`config.mk`:
```
export PLATFORM = sky130hd
export DESIGN_NAME = koa_seq_mult
export DESIGN_NICKNAME = d
export VERILOG_FILES = /design/src/rtl/koa_pkg.sv /design/src/rtl/koa_half_mult.sv /design/src/rtl/koa_seq_mult.sv
export SDC_FILE = /design/constraint.sdc
export NUM_CORES = 1
export LEC_CHECK = 0
export BUFFER_PORTS_ARGS = -buffer_cell sky130_fd_sc_hd__buf_4
export CAP_MARGIN = 10
export CELL_PAD_IN_SITES_DETAIL_PLACEMENT = 1
export CELL_PAD_IN_SITES_GLOBAL_PLACEMENT = 2
export CORE_MARGIN = 1.5
export CORE_UTILIZATION = 41
export CTS_BUF_LIST = sky130_fd_sc_hd__clkbuf_4
export DETAILED_ROUTE_END_ITERATION = 16
export GPL_TIMING_DRIVEN = 0
export PLACE_DENSITY_LB_ADDON = 0.25
export RECOVER_POWER = 100
export SYNTH_ARGS = -nofsm -noshare
export SYNTH_HDL_FRONTEND = slang
export SYNTH_HIERARCHICAL = 1
export SYNTH_SLANG_ARGS = --single-unit
export TNS_END_PERCENT = 10
```
`constraint.sdc`:
```
create_clock -name clk -period 54.8 [get_ports clk]
set_input_delay 10.96 -clock clk [delete_from_list [all_inputs] [get_ports clk]]
set_output_delay 10.96 -clock clk [all_outputs]
set_load 0.03 [all_outputs]
```
`src/rtl/koa_pkg.sv`:
```
// Shared types and elaboration helpers for the Karatsuba sequential multiplier.
package koa_pkg;

  typedef enum logic [2:0] {
    IDLE  = 3'd0,
    MUL_L = 3'd1,
    MUL_H = 3'd2,
    MUL_M = 3'd3,
    COMB  = 3'd4,
    DONE  = 3'd5
  } state_t;

  function automatic int unsigned half_w(input int unsigned sw);
    return sw / 2;
  endfunction

  function automatic bit sw_legal(input int unsigned sw);
    return (sw >= 4) && ((sw % 2) == 0);
  endfunction

endpackage

```
`src/rtl/koa_half_mult.sv`:
```
// Combinational (H+1)x(H+1) unsigned multiplier shared by all Karatsuba partial products.
module koa_half_mult
  import koa_pkg::*;
#(
  parameter int unsigned H             = 12,
  parameter int unsigned Opt_FPGA_ASIC = 0
) (
  input  logic [H:0]     a,
  input  logic [H:0]     b,
  output logic [2*H+1:0] p
);

  localparam int unsigned MW = H + 1;
  localparam int unsigned PW = 2 * H + 2;

  generate
    if (Opt_FPGA_ASIC == 1) begin : g_fpga
      // Plain operator so the FPGA flow maps it onto DSP slices.
      assign p = PW'(a) * PW'(b);
    end else begin : g_asic
      // Explicit shift-add array, left for the ASIC flow to restructure.
      always_comb begin
        p = '0;
        for (int i = 0; i < int'(MW); i++) begin
          if (b[i]) p = p + (PW'(a) << i);
        end
      end
    end
  endgenerate

endmodule

```
`src/rtl/koa_seq_mult.sv`:
```
// Multicycle Karatsuba significand multiplier: three shared-multiplier passes then a combine cycle.
module koa_seq_mult
  import koa_pkg::*;
#(
  parameter int unsigned SW            = 24,
  parameter int unsigned Opt_FPGA_ASIC = 0
) (
  input  logic            clk,
  input  logic            rst,
  input  logic            in_valid_i,
  output logic            in_ready_o,
  input  logic [SW-1:0]   Data_A_i,
  input  logic [SW-1:0]   Data_B_i,
  output logic            out_valid_o,
  input  logic            out_ready_i,
  output logic [2*SW-1:0] sgf_result_o,
  output logic            busy_o
);

  localparam int unsigned H   = half_w(SW);
  localparam int unsigned MW  = H + 1;
  localparam int unsigned PW  = 2 * H + 2;
  localparam int unsigned MDW = 2 * H + 1;
  localparam int unsigned RW  = 2 * SW;

  generate
    if (!sw_legal(SW)) begin : g_sw_check
      $error("koa_seq_mult: SW must be even and >= 4");
    end
  endgenerate

  state_t            state_q, state_d;
  logic              accept;
  logic [SW-1:0]     a_q, b_q;
  logic [2*H-1:0]    p0_q, p2_q;
  logic [PW-1:0]     p1_q;
  logic [MW-1:0]     mul_a, mul_b;
  logic [PW-1:0]     mul_p;
  logic [MDW-1:0]    mid;
  logic [RW-1:0]     result_c;

  // State register
  always_ff @(posedge clk) begin
    if (rst) state_q <= IDLE;
    else     state_q <= state_d;
  end

  // Next-state logic
  always_comb begin
    state_d = state_q;
    case (state_q)
      IDLE:    if (in_valid_i) state_d = MUL_L;
      MUL_L:   state_d = MUL_H;
      MUL_H:   state_d = MUL_M;
      MUL_M:   state_d = COMB;
      COMB:    state_d = DONE;
      DONE:    if (out_ready_i) state_d = IDLE;
      default: state_d = IDLE;
    endcase
  end

  // FSM outputs
  always_comb begin
    in_ready_o = (state_q == IDLE) & ~rst;
    busy_o     = (state_q != IDLE);
    accept     = in_valid_i & (state_q == IDLE) & ~rst;
  end

  // Shared multiplier operand select: low halves, high halves, then half sums
  always_comb begin
    mul_a = '0;
    mul_b = '0;
    case (state_q)
      MUL_L: begin
        mul_a = MW'(a_q[H-1:0]);
        mul_b = MW'(b_q[H-1:0]);
      end
      MUL_H: begin
        mul_a = MW'(a_q[SW-1:H]);
        mul_b = MW'(b_q[SW-1:H]);
      end
      MUL_M: begin
        mul_a = MW'(a_q[SW-1:H]) + MW'(a_q[H-1:0]);
        mul_b = MW'(b_q[SW-1:H]) + MW'(b_q[H-1:0]);
      end
      default: ;
    endcase
  end

  koa_half_mult #(
    .H             (H),
    .Opt_FPGA_ASIC (Opt_FPGA_ASIC)
  ) u_mult (
    .a (mul_a),
    .b (mul_b),
    .p (mul_p)
  );

  // Karatsuba combine; P2 and P0 occupy disjoint halves so they concatenate
  always_comb begin
    mid      = MDW'(p1_q - PW'(p0_q) - PW'(p2_q));
    result_c = {p2_q, p0_q} + (RW'(mid) << H);
  end

  // Operand, partial-product and result registers
  always_ff @(posedge clk) begin
    if (rst) begin
      a_q          <= '0;
      b_q          <= '0;
      p0_q         <= '0;
      p1_q         <= '0;
      p2_q         <= '0;
      sgf_result_o <= '0;
      out_valid_o  <= 1'b0;
    end else begin
      case (state_q)
        IDLE: if (accept) begin
          a_q <= Data_A_i;
          b_q <= Data_B_i;
        end
        MUL_L: p0_q <= mul_p[2*H-1:0];
        MUL_H: p2_q <= mul_p[2*H-1:0];
        MUL_M: p1_q <= mul_p;
        COMB: begin
          sgf_result_o <= result_c;
          out_valid_o  <= 1'b1;
        end
        DONE: if (out_ready_i) out_valid_o <= 1'b0;
        default: ;
      endcase
    end
  end

endmodule

```
Yosys cells after proc, flatten, opt, wreduce, memory -nomap -nowiden
Index checks and enable logic that the tools add are counted.

Bits in registers: 173. Output and inout bits: 51. Word-level logic and storage cells: 62.

Add/sub/neg operators: 17. Eq/ne operators: 7. Mux-type cells: 20. Bitwise logic cells: 4. Reduce and logical (&&, ||, !) cells: 6.

Operators by type and width (number): 25-bit two-way mux (12); 13-bit case mux with 3 select lines (2); 25-bit by 24-bit subtractor with 25-bit output (2); 48-bit by 37-bit adder with 48-bit output (1); 12-bit by 12-bit adder with 13-bit output (2); 25-bit by 15-bit adder with 25-bit output (1); 25-bit by 16-bit adder with 25-bit output (1); 25-bit by 17-bit adder with 25-bit output (1); 25-bit by 18-bit adder with 25-bit output (1); 25-bit by 19-bit adder with 25-bit output (1); 25-bit by 20-bit adder with 25-bit output (1); 25-bit by 21-bit adder with 25-bit output (1); 25-bit by 22-bit adder with 25-bit output (1); 25-bit by 23-bit adder with 25-bit output (1); 25-bit by 24-bit adder with 25-bit output (1); 25-bit adder (1); 3-bit case mux with 6 select lines (1); 13-bit by 14-bit adder with 15-bit output (1); 13-bit two-way mux (1); 3-bit by 2-bit equality test with 1-bit output (second input constant) (2); 3-bit equality test (second input constant) (2); 3-bit two-way mux (2); 2-bit AND reduction (3); 2-bit inequality test (second input constant) (2); other kinds (8) (10).

Depth between registers and ports, before layout
Word-level depth: 27. Gate-level depth with buffers: 100. Gate-level depth less buffers: 98.

By module
The synthesis kept the hierarchy.

By module, submodules not included: koa_seq_mult (times used 1, cells each 1354, area an instance 10592.7 um^2); koa_half_mult (times used 1, cells each 1401, area an instance 9724.3 um^2).

Least setup slack after synthesis
No wires, ideal clock.

Path type: in2out. Start: in rst. End: out in_ready_o. Data arrival time: 11.421 ns. Setup slack: 32.419 ns. Stages on the path: 1. Cell sequence: nor2_1.

Cells in the longest elaborated chain, start to end: 2.

Ends and longest elaborated chain: start: declaration (RTL line koa_seq_mult.sv:9) `input logic rst,`; 1-bit inverter (RTL line koa_seq_mult.sv:64) `in_ready_o = (state_q == IDLE) & ~rst;`; 1-bit bitwise AND (RTL line koa_seq_mult.sv:64); end: declaration (RTL line koa_seq_mult.sv:11) `output logic in_ready_o,`.

No other way between the ends.

Worst setup path after layout
Same ends and word-level chain as after synthesis.

==> metrics.txt <==
vias in the first global route between 20000 and 25000; DIE AREA about 0.051 sq mm; clk root buf clkbuf_4; Placed Area roughly 0.022 sq mm; CTS tree built; leak pwr around 0.0097 uW; vias after detailed routing roughly 21000; Synth-to-Final Area Change 9.57%; drc violations 0; Via-to-Cell Ratio 5.84; Rows 81; I/O pin count about 100; crit-path max FO 5; Sink Count approximately 170; final net count between 3000 and 4000; maximum VDD drop about 0.000021 V; gr usage total between 20 and 30%; Reg2Reg Depth 96; CP delay by family, top buffers and inverters; Critical Path Source rst; commonest non-fill, non-tap cell in the layout nand2_1; Mapped Area approximately 0.020 sq mm; Fillers 6335; first-pass GRT wire length 117000 um; DRT iter0 DRCs between 1000 and 1500; number of buffers and inverters on the critical path 2; post-route clock period utilization roughly two fifths; Placer Congestion ~0.92; final slew viol count 0; largest net degree at the start of global routing 19; hold_sp sgf_result_o[16]; Final Instance Area around 0.022 sq mm; Hold-fix buffers, CTS 0; Synth Instances around 2800; Setup crit end kind primary output; Syn. warnings 6; initial antenna violation count 1; crit path DAT 11.65 ns; most frequent cells in the layout 492 x nand2_1, 280 x a21oi_1, 240 x ha_1; Worst EP required around 44 ns; WP depth 3; hpwl dp 62700 um; Detailed Route WL around 75000 um; layout cells sized above 1 just under 7%; clock tree buffer depth 2; width of the die 226 um; setup violators final 0; total setup buffers inserted after CTS 0; dpl ws around 32 ns; htree depth 4; setup_tns 0 ns; Syn Nets a little over 3000; crit-path max cell delay approximately 0.36 ns; Final Hold Viols 0; status complete, no violations; hold-critical path depth 2; Crit Path Class input port to primary output; Crit-path slowest cell clkbuf_1; Max-slew headroom 28.4%; Initial Utilization between 40% and 50%; CP Cell Sequence clkbuf_1 > nor2_1 > clkbuf_1; crit-path most repeated cell clkbuf_1; post-route antenna net violation count 0; number of detailed-route iterations in the first pass 5; worst slew pin tran 1.07 ns; hold crit path type register to register; clk slew on worst S/H paths 0.16 ns; PwrDens around 27 mW/mm^2; RSZ-0062 raised after global routing false; Min Clock Period, post-route 22.61 ns; clk_skew between 0.02 and 0.03 ns; critical path launch point type input port; Reg2Reg Launch Point state_q[1]; clk_lat worst skew approximately 0.65 ns; WL/cell 21.1 um; total CTS buffers 17; Avg Cell Area, Syn about 7.4 sq um; hold_ws between 0.4 and 0.5 ns; FMAX 44.2 MHz; CTS resizes 0; remaining global-route overflow 0; PortBufs about 100; core area a little under 0.05 sq mm; die height around 230 um; Max Cap Violations 0; Worst Setup Slack, final 32.19 ns
## report_power, final
| part | internal (uW) | leakage (uW) | switching (uW) |
|---|---|---|---|
| logic | 146 | 0.00814 | 236 |
| clock network | 20.6 | 0.000154 | 55.0 |
| registers | 133 | 0.00140 | 7.87 |
| total | 300 | 0.00970 | 298 |
## worst register-to-register path, delay by kind of cell, from the launching register on
| kind | cells | cell delay [ns] |
|---|---|---|
| AOI/OAI and AO/OA | 38 | 9.65 |
| and+or+nand+nor | 26 | 3.66 |
| xor gates and xnor gates | 8 | 1.15 |
| adders and majority gates | 12 | 3.87 |
| buffers and inverters | 12 | 3.01 |
| DFF | 1 | 0.34 |
## flip-flops by register name, summed over array words and instances, names as in the netlist
signal and cells:
p2_q 24, out_valid_o 1, p0_q 24, b_q 24
state_q 3, a_q 24, sgf_result_o 48, p1_q 25
## metrics by stage
stage | power [uW] | util (%) | instances
finish | 598 | 45.5 | 3566
global route | 643 | 45.5 | 3565
CTS | 601 | 46.0 | 3564
detailed placement | 523 | 45.4 | 3532
global placement | 508 | 44.8 | 3517
floorplan | 414 | - | 2751
## path summary, 6_finish.rpt
kind | end | slack [ns]
worst max-delay path | in_ready_o | 32.19
worst min-delay path | sgf_result_o[16] | 0.46
worst max register to register | p2_q[22] | 33.12
worst min register to register | sgf_result_o[16] | 0.46
## layout make-up
cell class,count,area (sq um),area share (%)
multi-input combinational,2304,15800,70.9
sequential,173,3460,15.6
tap,664,831,3.74
timing repair buffer,117,787,3.54
inverter,154,578,2.60
buffer,120,538,2.42
clock inverter,15,148,0.664
clock buffer,17,128,0.574
antenna,2,5.00,0.0225
## routing by layer
layer  share of wire (%)  GRT usage (%)  wire (um)
met5                   0              0          0
met4                 2.9           9.07       2220
met3                 4.7           4.02       3530
met2                  46           48.6      34500
met1                  47           39.8      35200
(Power assumes the default switching activity.)
